### src/rtl/if_id_instr_queue_if.sv
// Fetch/decode handshake bundle for the IF->ID instruction queue.
// Shared types for the fetched instruction entry live in if_id_pkg.
package if_id_pkg;
  typedef logic [63:0] bus64_t;
  typedef logic [31:0] instruction_t;

  typedef struct packed {
    bus64_t       pc;
    instruction_t instr;
    logic         xcpt;
  } fetch_entry_t;
endpackage

interface if_id_instr_queue_if #(
  parameter int DEPTH = 4
);
  localparam int CW = $clog2(DEPTH) + 1;

  logic                  fetch_valid_i;
  if_id_pkg::bus64_t       fetch_pc_i;
  if_id_pkg::instruction_t fetch_instr_i;
  logic                  fetch_xcpt_i;
  logic                  fetch_ready_o;

  logic                  decode_valid_o;
  if_id_pkg::bus64_t       decode_pc_o;
  if_id_pkg::instruction_t decode_instr_o;
  logic                  decode_xcpt_o;
  logic                  decode_ready_i;

  logic [CW-1:0]         count_o;

  modport master (
    output fetch_valid_i,
    output fetch_pc_i,
    output fetch_instr_i,
    output fetch_xcpt_i,
    input  fetch_ready_o,
    input  decode_valid_o,
    input  decode_pc_o,
    input  decode_instr_o,
    input  decode_xcpt_o,
    output decode_ready_i,
    input  count_o
  );

  modport slave (
    input  fetch_valid_i,
    input  fetch_pc_i,
    input  fetch_instr_i,
    input  fetch_xcpt_i,
    output fetch_ready_o,
    output decode_valid_o,
    output decode_pc_o,
    output decode_instr_o,
    output decode_xcpt_o,
    input  decode_ready_i,
    output count_o
  );
endinterface

### src/rtl/if_id_instr_queue.sv
// IF->ID instruction queue: DEPTH-entry FIFO of {pc, instr, xcpt}.
// Head is read combinationally; flush clears pointers and occupancy.
module if_id_instr_queue
  import if_id_pkg::*;
#(
  parameter int          DEPTH     = 4,
  parameter logic [31:0] NOP_INSTR = 32'h0000_0013
) (
  input  logic               clk_i,
  input  logic               rstn_i,
  input  logic               flush_i,
  if_id_instr_queue_if.slave q
);

  localparam int PW = $clog2(DEPTH);
  localparam int CW = PW + 1;

  fetch_entry_t  mem_q [DEPTH];
  fetch_entry_t  mem_d [DEPTH];
  logic [PW-1:0] rd_q, rd_d;
  logic [PW-1:0] wr_q, wr_d;
  logic [CW-1:0] count_q, count_d;

  logic         full;
  logic         empty;
  logic         push;
  logic         pop;
  fetch_entry_t in_ent;
  fetch_entry_t head;

  assign full  = (count_q == CW'(DEPTH));
  assign empty = (count_q == '0);

  // Readiness depends only on stored occupancy, never on decode_ready_i.
  assign push = q.fetch_valid_i & ~full;
  assign pop  = ~empty & q.decode_ready_i;

  assign in_ent.pc    = q.fetch_pc_i;
  assign in_ent.instr = q.fetch_instr_i;
  assign in_ent.xcpt  = q.fetch_xcpt_i;

  always_comb begin
    mem_d   = mem_q;
    rd_d    = rd_q;
    wr_d    = wr_q;
    count_d = count_q;
    if (flush_i) begin
      rd_d    = '0;
      wr_d    = '0;
      count_d = '0;
    end else begin
      if (push) begin
        mem_d[wr_q] = in_ent;
        wr_d        = wr_q + PW'(1);
      end
      if (pop) begin
        rd_d = rd_q + PW'(1);
      end
      count_d = count_q + CW'(push) - CW'(pop);
    end
  end

  always_ff @(posedge clk_i or negedge rstn_i) begin
    if (!rstn_i) begin
      rd_q    <= '0;
      wr_q    <= '0;
      count_q <= '0;
    end else begin
      rd_q    <= rd_d;
      wr_q    <= wr_d;
      count_q <= count_d;
    end
  end

  // Payload storage is qualified by count, so it needs no reset.
  always_ff @(posedge clk_i) begin
    mem_q <= mem_d;
  end

  always_comb begin
    head = mem_q[rd_q];
    if (empty) begin
      head.pc    = '0;
      head.instr = NOP_INSTR;
      head.xcpt  = 1'b0;
    end
  end

  assign q.fetch_ready_o  = ~full;
  assign q.decode_valid_o = ~empty;
  assign q.decode_pc_o    = head.pc;
  assign q.decode_instr_o = head.instr;
  assign q.decode_xcpt_o  = head.xcpt;
  assign q.count_o        = count_q;

  a_count_max: assert property (
    @(posedge clk_i) disable iff (!rstn_i)
    count_q <= CW'(DEPTH));

  a_no_pop_empty: assert property (
    @(posedge clk_i) disable iff (!rstn_i)
    !(pop && empty));

  a_no_push_full: assert property (
    @(posedge clk_i) disable iff (!rstn_i)
    !(push && full));

endmodule
### src/flat_wrapper.sv
// flat-port wrapper written by rule: the top's interface ports become plain ports
module if_id_instr_queue_flat import if_id_pkg::*;
#(
  parameter int          DEPTH     = 4,
  parameter logic [31:0] NOP_INSTR = 32'h0000_0013
)
  (clk_i, rstn_i, flush_i, q_fetch_valid_i, q_fetch_pc_i, q_fetch_instr_i, q_fetch_xcpt_i, q_fetch_ready_o, q_decode_valid_o, q_decode_pc_o, q_decode_instr_o, q_decode_xcpt_o, q_decode_ready_i, q_count_o);
  if_id_instr_queue_if #(.DEPTH(DEPTH)) q_i ();
  input  logic clk_i;
  input  logic rstn_i;
  input  logic flush_i;
  input wire logic [$bits(q_i.fetch_valid_i)-1:0] q_fetch_valid_i;
  input wire logic [$bits(q_i.fetch_pc_i)-1:0] q_fetch_pc_i;
  input wire logic [$bits(q_i.fetch_instr_i)-1:0] q_fetch_instr_i;
  input wire logic [$bits(q_i.fetch_xcpt_i)-1:0] q_fetch_xcpt_i;
  output wire logic [$bits(q_i.fetch_ready_o)-1:0] q_fetch_ready_o;
  output wire logic [$bits(q_i.decode_valid_o)-1:0] q_decode_valid_o;
  output wire logic [$bits(q_i.decode_pc_o)-1:0] q_decode_pc_o;
  output wire logic [$bits(q_i.decode_instr_o)-1:0] q_decode_instr_o;
  output wire logic [$bits(q_i.decode_xcpt_o)-1:0] q_decode_xcpt_o;
  input wire logic [$bits(q_i.decode_ready_i)-1:0] q_decode_ready_i;
  output wire logic [$bits(q_i.count_o)-1:0] q_count_o;
  assign q_i.fetch_valid_i = q_fetch_valid_i;
  assign q_i.fetch_pc_i = q_fetch_pc_i;
  assign q_i.fetch_instr_i = q_fetch_instr_i;
  assign q_i.fetch_xcpt_i = q_fetch_xcpt_i;
  assign q_fetch_ready_o = q_i.fetch_ready_o;
  assign q_decode_valid_o = q_i.decode_valid_o;
  assign q_decode_pc_o = q_i.decode_pc_o;
  assign q_decode_instr_o = q_i.decode_instr_o;
  assign q_decode_xcpt_o = q_i.decode_xcpt_o;
  assign q_i.decode_ready_i = q_decode_ready_i;
  assign q_count_o = q_i.count_o;
  if_id_instr_queue #(.DEPTH(DEPTH), .NOP_INSTR(NOP_INSTR)) u_core (.clk_i(clk_i), .rstn_i(rstn_i), .flush_i(flush_i), .q(q_i));
endmodule
### config.mk
export PLATFORM = sky130hd
export DESIGN_NAME = if_id_instr_queue_flat
export DESIGN_NICKNAME = d
export VERILOG_FILES = /design/src/rtl/if_id_instr_queue_if.sv /design/src/rtl/if_id_instr_queue.sv /design/src/flat_wrapper.sv
export SDC_FILE = /design/constraint.sdc
export NUM_CORES = 1
export LEC_CHECK = 0
export BUFFER_PORTS_ARGS = -buffer_cell sky130_fd_sc_hd__buf_2
export CAP_MARGIN = 15
export CORE_MARGIN = 2
export CORE_UTILIZATION = 42
export CTS_BUF_LIST = sky130_fd_sc_hd__clkbuf_2
export CTS_CLUSTER_SIZE = 20
export DETAILED_ROUTE_END_ITERATION = 10
export PLACE_DENSITY = 0.67
export SYNTH_ARGS = -nofsm -noshare
export SYNTH_HDL_FRONTEND = slang
export SYNTH_SLANG_ARGS = --single-unit
export TNS_END_PERCENT = 5
### constraint.sdc
create_clock -name clk_i -period 5 [get_ports clk_i]
set_input_delay 0.5 -clock clk_i [delete_from_list [all_inputs] [get_ports clk_i]]
set_output_delay 0.5 -clock clk_i [all_outputs]
set_load 0.03 [all_outputs]
* After elaboration in Yosys (flattened, before gate mapping)
Cells that the tools add are included.
** Storage, ports and cells
- Register bits :: 395
- Latch bits :: 0
- Bits in writable memories :: 0
- Memory bits (read-only) :: 0
- Bits of input ports :: 102
- Output and inout bits :: 102
- Memories kept :: 0
** Cells by class
- Add/sub/neg operators :: 4
- Multiply operators :: 0
- Div/mod/pow operators :: 0
- $lt $le $gt $ge :: 3
- Equal/unequal tests :: 1
- Shifts and indexed selects :: 0
- Multiplexer cells :: 12
- Bitwise logic cells :: 7
- Reduce and logical (&&, ||, !) cells :: 5
** Operators with widths (number)
- 388-bit bitwise mux :: 1
- 97-bit two-way mux :: 4
- 97-bit binary-select mux with 2-bit select :: 1
- 97-bit demux with 2-bit select :: 1
- 2-bit two-way mux :: 4
- 3-bit greater-or-equal comparator (second input constant) :: 2
- 2-bit NOT with 3-bit output :: 2
- 2-bit by 1-bit adder with 2-bit output (second input constant) :: 2
- 2-bit nonzero test :: 2
- 3-bit by 1-bit adder with 3-bit output :: 1
- 3-bit == test (second input constant) :: 1
- 3-bit logical NOT :: 1
- 3-bit by 1-bit less-than comparator with 1-bit output (second input constant) :: 1
- 3-bit two-way mux :: 1
- 1-bit NOT :: 3
- 3-bit by 1-bit subtractor with 3-bit output :: 1
- 1-bit AND :: 2
- 2-bit AND reduction :: 1
- 1-bit logical AND :: 1

* Longest topological paths before layout
- Depth in word-level cells :: 6
- Depth in mapped cells :: 10

* Worst setup path after synthesis
Ideal clock, no wire load.
- Path type :: reg2reg
- From :: reg u_core.count_q[1], in the netlist u_core.q.count_o[1]
- To :: reg u_core.mem_q[0] in the netlist's numbering, enable pin
- Library setup time :: 0.467 ns
- Arrival :: 3.268 ns
- Required time :: 4.533 ns
- Slack :: 1.265 ns
- Cell stages (with the launch flop) :: 4
- Path through :: dfrtp_1 > nor3b_1 > nor3_1 > and2_1
** On the way
- Word-level cells in the longest chain between the ends :: 4
** RTL lines
- from (decl) :: line if_id_instr_queue.sv:22 : logic [CW-1:0] count_q, count_d;
- from (signal assigned) :: line if_id_instr_queue.sv:71 : count_q <= count_d;
- 3-bit == test :: line if_id_instr_queue.sv:31 : assign full = (count_q == CW'(DEPTH));
- 1-bit NOT :: line if_id_instr_queue.sv:35 : assign push = q.fetch_valid_i & ~full;
- 1-bit AND :: line if_id_instr_queue.sv:35
- 2-bit AND reduction (no source line)
- to (signal assigned) :: line if_id_instr_queue.sv:77 : mem_q <= mem_d;
- to (decl) :: line if_id_instr_queue.sv:18 : fetch_entry_t mem_q [DEPTH];
Every way passes these cells.
A chain may end at the register's enable or synchronous reset.

* Final worst setup path
- From :: reg u_core.rd_q[0]
- To :: out q_decode_pc_o[21]
** On the way
- Word-level cells in the longest chain between the ends :: 5
** RTL lines
- from (decl) :: line if_id_instr_queue.sv:20 : logic [PW-1:0] rd_q, rd_d;
- from (signal assigned) :: line if_id_instr_queue.sv:69 : rd_q <= rd_d;
- 2-bit NOT with 3-bit output (not written as such) :: line if_id_instr_queue.sv:81 : head = mem_q[rd_q];
- 97-bit binary-select mux with 2-bit select :: line if_id_instr_queue.sv:81
- 97-bit two-way mux (not written as such) (2 in a row) :: line if_id_instr_queue.sv:81
- 97-bit two-way mux :: line if_id_instr_queue.sv:82 : if (empty) begin
- to (decl) :: line flat_wrapper.sv:18 : output wire logic [$bits(q_i.decode_pc_o)-1:0] q_decode_pc_o;
Every way passes these cells. The select of a mux whose other input is x is not followed.

==> impl_metrics.ini <==
[outcome]
outcome = completed

[final_layout]
fillers = 2956
final_common_cell = edfxtp_1
syn_to_final_growth_pct = 21.40
final_area_um2 = 18660
final_util = 0.5134
instances_no_fill = 1567
fin_nets = 1159
drive_above_1_share = 0.3747
final_cell_mix = edfxtp_1, buf_2, clkbuf_2, dlygate4sd3_1, and2_1

[power_and_ir_drop]
peakVddDrop_uv = 361.3
p_leak_nw = 6.678
pwr_density_cell_nw_per_um2 = 461.2
p_total_mw = 8.606

[timing]
holdWs_ns = 0.3023
worst_pin_slew_ns = 1.054
min_period_over_period = 0.7747
finalMaxSlewViolations = 0
finalWorstSetupSlack_ns = 1.127
fin_crit_ns = 3.873
setup_tns_ns = 0
skew_ns = 0.05274
hold_viol = 0
setup-violations-final = 0
clock.fmax_mhz = 258.2
rsz0062_at_grt = false
slew_headroom = 0.2970

[synth]
synth_warnings = 0
synthDominantCellAreaShare = 0.7581
yosys-top-cells-area = edfxtp_1, mux4_1, mux4_2
avgSynthCellArea_um2 = 23.11
synth_cell_types = 28
syn_nets = 774
netlist_instances = 665
seq_area_frac_synth = 0.7695
ys_ff_latch = 395
synth_area_um2 = 15370
yosysTopAreaCell = edfxtp_1

[place]
gpl.final_weighted_congestion = 0.6824
hpwl_mm = 17.51
portBuffers = 203
preCtsSetupSlack_ns = 2.025
dpl-instance-area_um2 = 16830
dp.cells = 1317

[clocking]
clock_latency_ns = 0.94
clock_sinks = 395
cts_tree = built
h-tree-depth = 3
clk_root_buffer_cell = clkbuf_2
cts_buffers = 96
post_cts_resized = 0
path_clk_slew_ns = 0.10
cts_buffer_depth = 3

[die]
start_util = 0.4229
pin_count = 204
die_area_um2 = 38140
fp-row-count = 70
die_x_um = 195.3
placeableCoreArea_um2 = 36350
die_h_um = 195.3

[routing]
drt-total-wl_mm = 31.12
wire_per_inst_um = 19.86
num_vias = 7832
avgViaCountPerCell = 4.998
dr.first_iter.drc_count = 416
drcViolationCount = 0
first_pass_iters = 4
ant_nets = 0

[critical_path]
worst_ep_arrival_time_ns = 3.37
start_kind = register
crit_required_ns = 4.50
crit_fanout = 44
reg2reg_from = u_core.q.count_o[0]
cp-end-kind = output pin
path_class = reg2out
startpoint = u_core.rd_q[0]

[global_route]
antenna_found_initial = 2
grt_pass1_vias = 8400
grt.overflow.total = 0
grt_pass1_wl_mm = 47.27
track_usage = 0.1654
grt_max_degree = 65

[job]
maxCapViolations = 0

[min_path]
min_from = q_fetch_instr_i[30]
min_path_type = in2reg
[state kept, by name, summed over array words and instances, names as in the netlist]
name	flops
u_core.mem_q	388
u_core.q.count_o	3
u_core.rd_q	2
u_core.wr_q	2
[Yosys cell counts, drive strengths merged]
| library cell | count |
|---|---|
| edfxtp | 388 |
| and2 | 99 |
| mux4 | 97 |
| clkbuf | 19 |
| buf | 14 |
| inv | 8 |
| dfrtp | 7 |
| ha | 6 |
| nor2 | 4 |
| nand2b | 3 |
| o21ai | 3 |
| or2 | 3 |
| a21oi | 2 |
| nor3 | 2 |
| or3 | 2 |
| fa | 1 |
| mux2i | 1 |
| nand2 | 1 |
| nand3 | 1 |
| nor2b | 1 |
| nor3b | 1 |
| xnor2 | 1 |
| xor2 | 1 |
[cell type report]
class,instances,area [um2],share of cell area
multi-input cells,229,3248,0.1741
inverters,8,30.03,0.001609
clock buffers,132,660.6,0.03541
diodes,2,5.005,0.0002682
flip-flops and latches,395,11830,0.6342
repair buffers,320,2165,0.1160
clock inverters,13,131.4,0.007041
well taps,468,585.6,0.03138
[routing by layer]
metal  GRT usage  up-vias  part of all wire
li1            -     3560                 -
met1      0.2143     3979              0.43
met2      0.2653      229              0.48
met3     0.04577       64             0.058
met4     0.06955        0             0.024
met5           0        -                 0
[logic make-up (layout without fill, tap and decap cells)]
group           Yosys count  after routing  share of synthesized area
compound gates            5              5                   0.001628
xor+xnor                  2              2                   0.001140
fa+ha+maj                 7              7                   0.006187
buf+inv                  41            473                    0.01986
flops                   395            395                     0.7695
mux                      98             98                     0.1548
other cells               0              2                          0
simple gates            117            117                    0.04697
[worst max-delay path: stages, from the launching register on]
cell     delay (ns)
dfrtp_4        0.98
buf_4          0.48
mux4_1         0.59
and2_1         0.16
buf_2          0.17
[final timing paths]
kind                       cells past startpoint  slack [ns]                   to
hold / removal                                 2        0.30     u_core.mem_q[31]
hold reg to reg                                2        0.60       u_core.wr_q[1]
setup / recovery                               4        1.13    q_decode_pc_o[21]
max in group asynchronous                      3        4.17       u_core.rd_q[0]
setup reg to reg                              10        2.21  u_core.q.count_o[2]
min in group asynchronous                      3        0.52  u_core.q.count_o[1]
[power breakdown]
group | switching [mW] | internal [mW]
Sequential | 0.129 | 3.82
Combinational | 1.66 | 0.990
Clock | 1.16 | 0.843
[what timing repair did]
item	in CTS	in global routing
buffers inserted	0	0
hold buffers	103	0
endpoints found under the hold margin	402	0
Note: power is estimated with default switching activity, not from simulation.
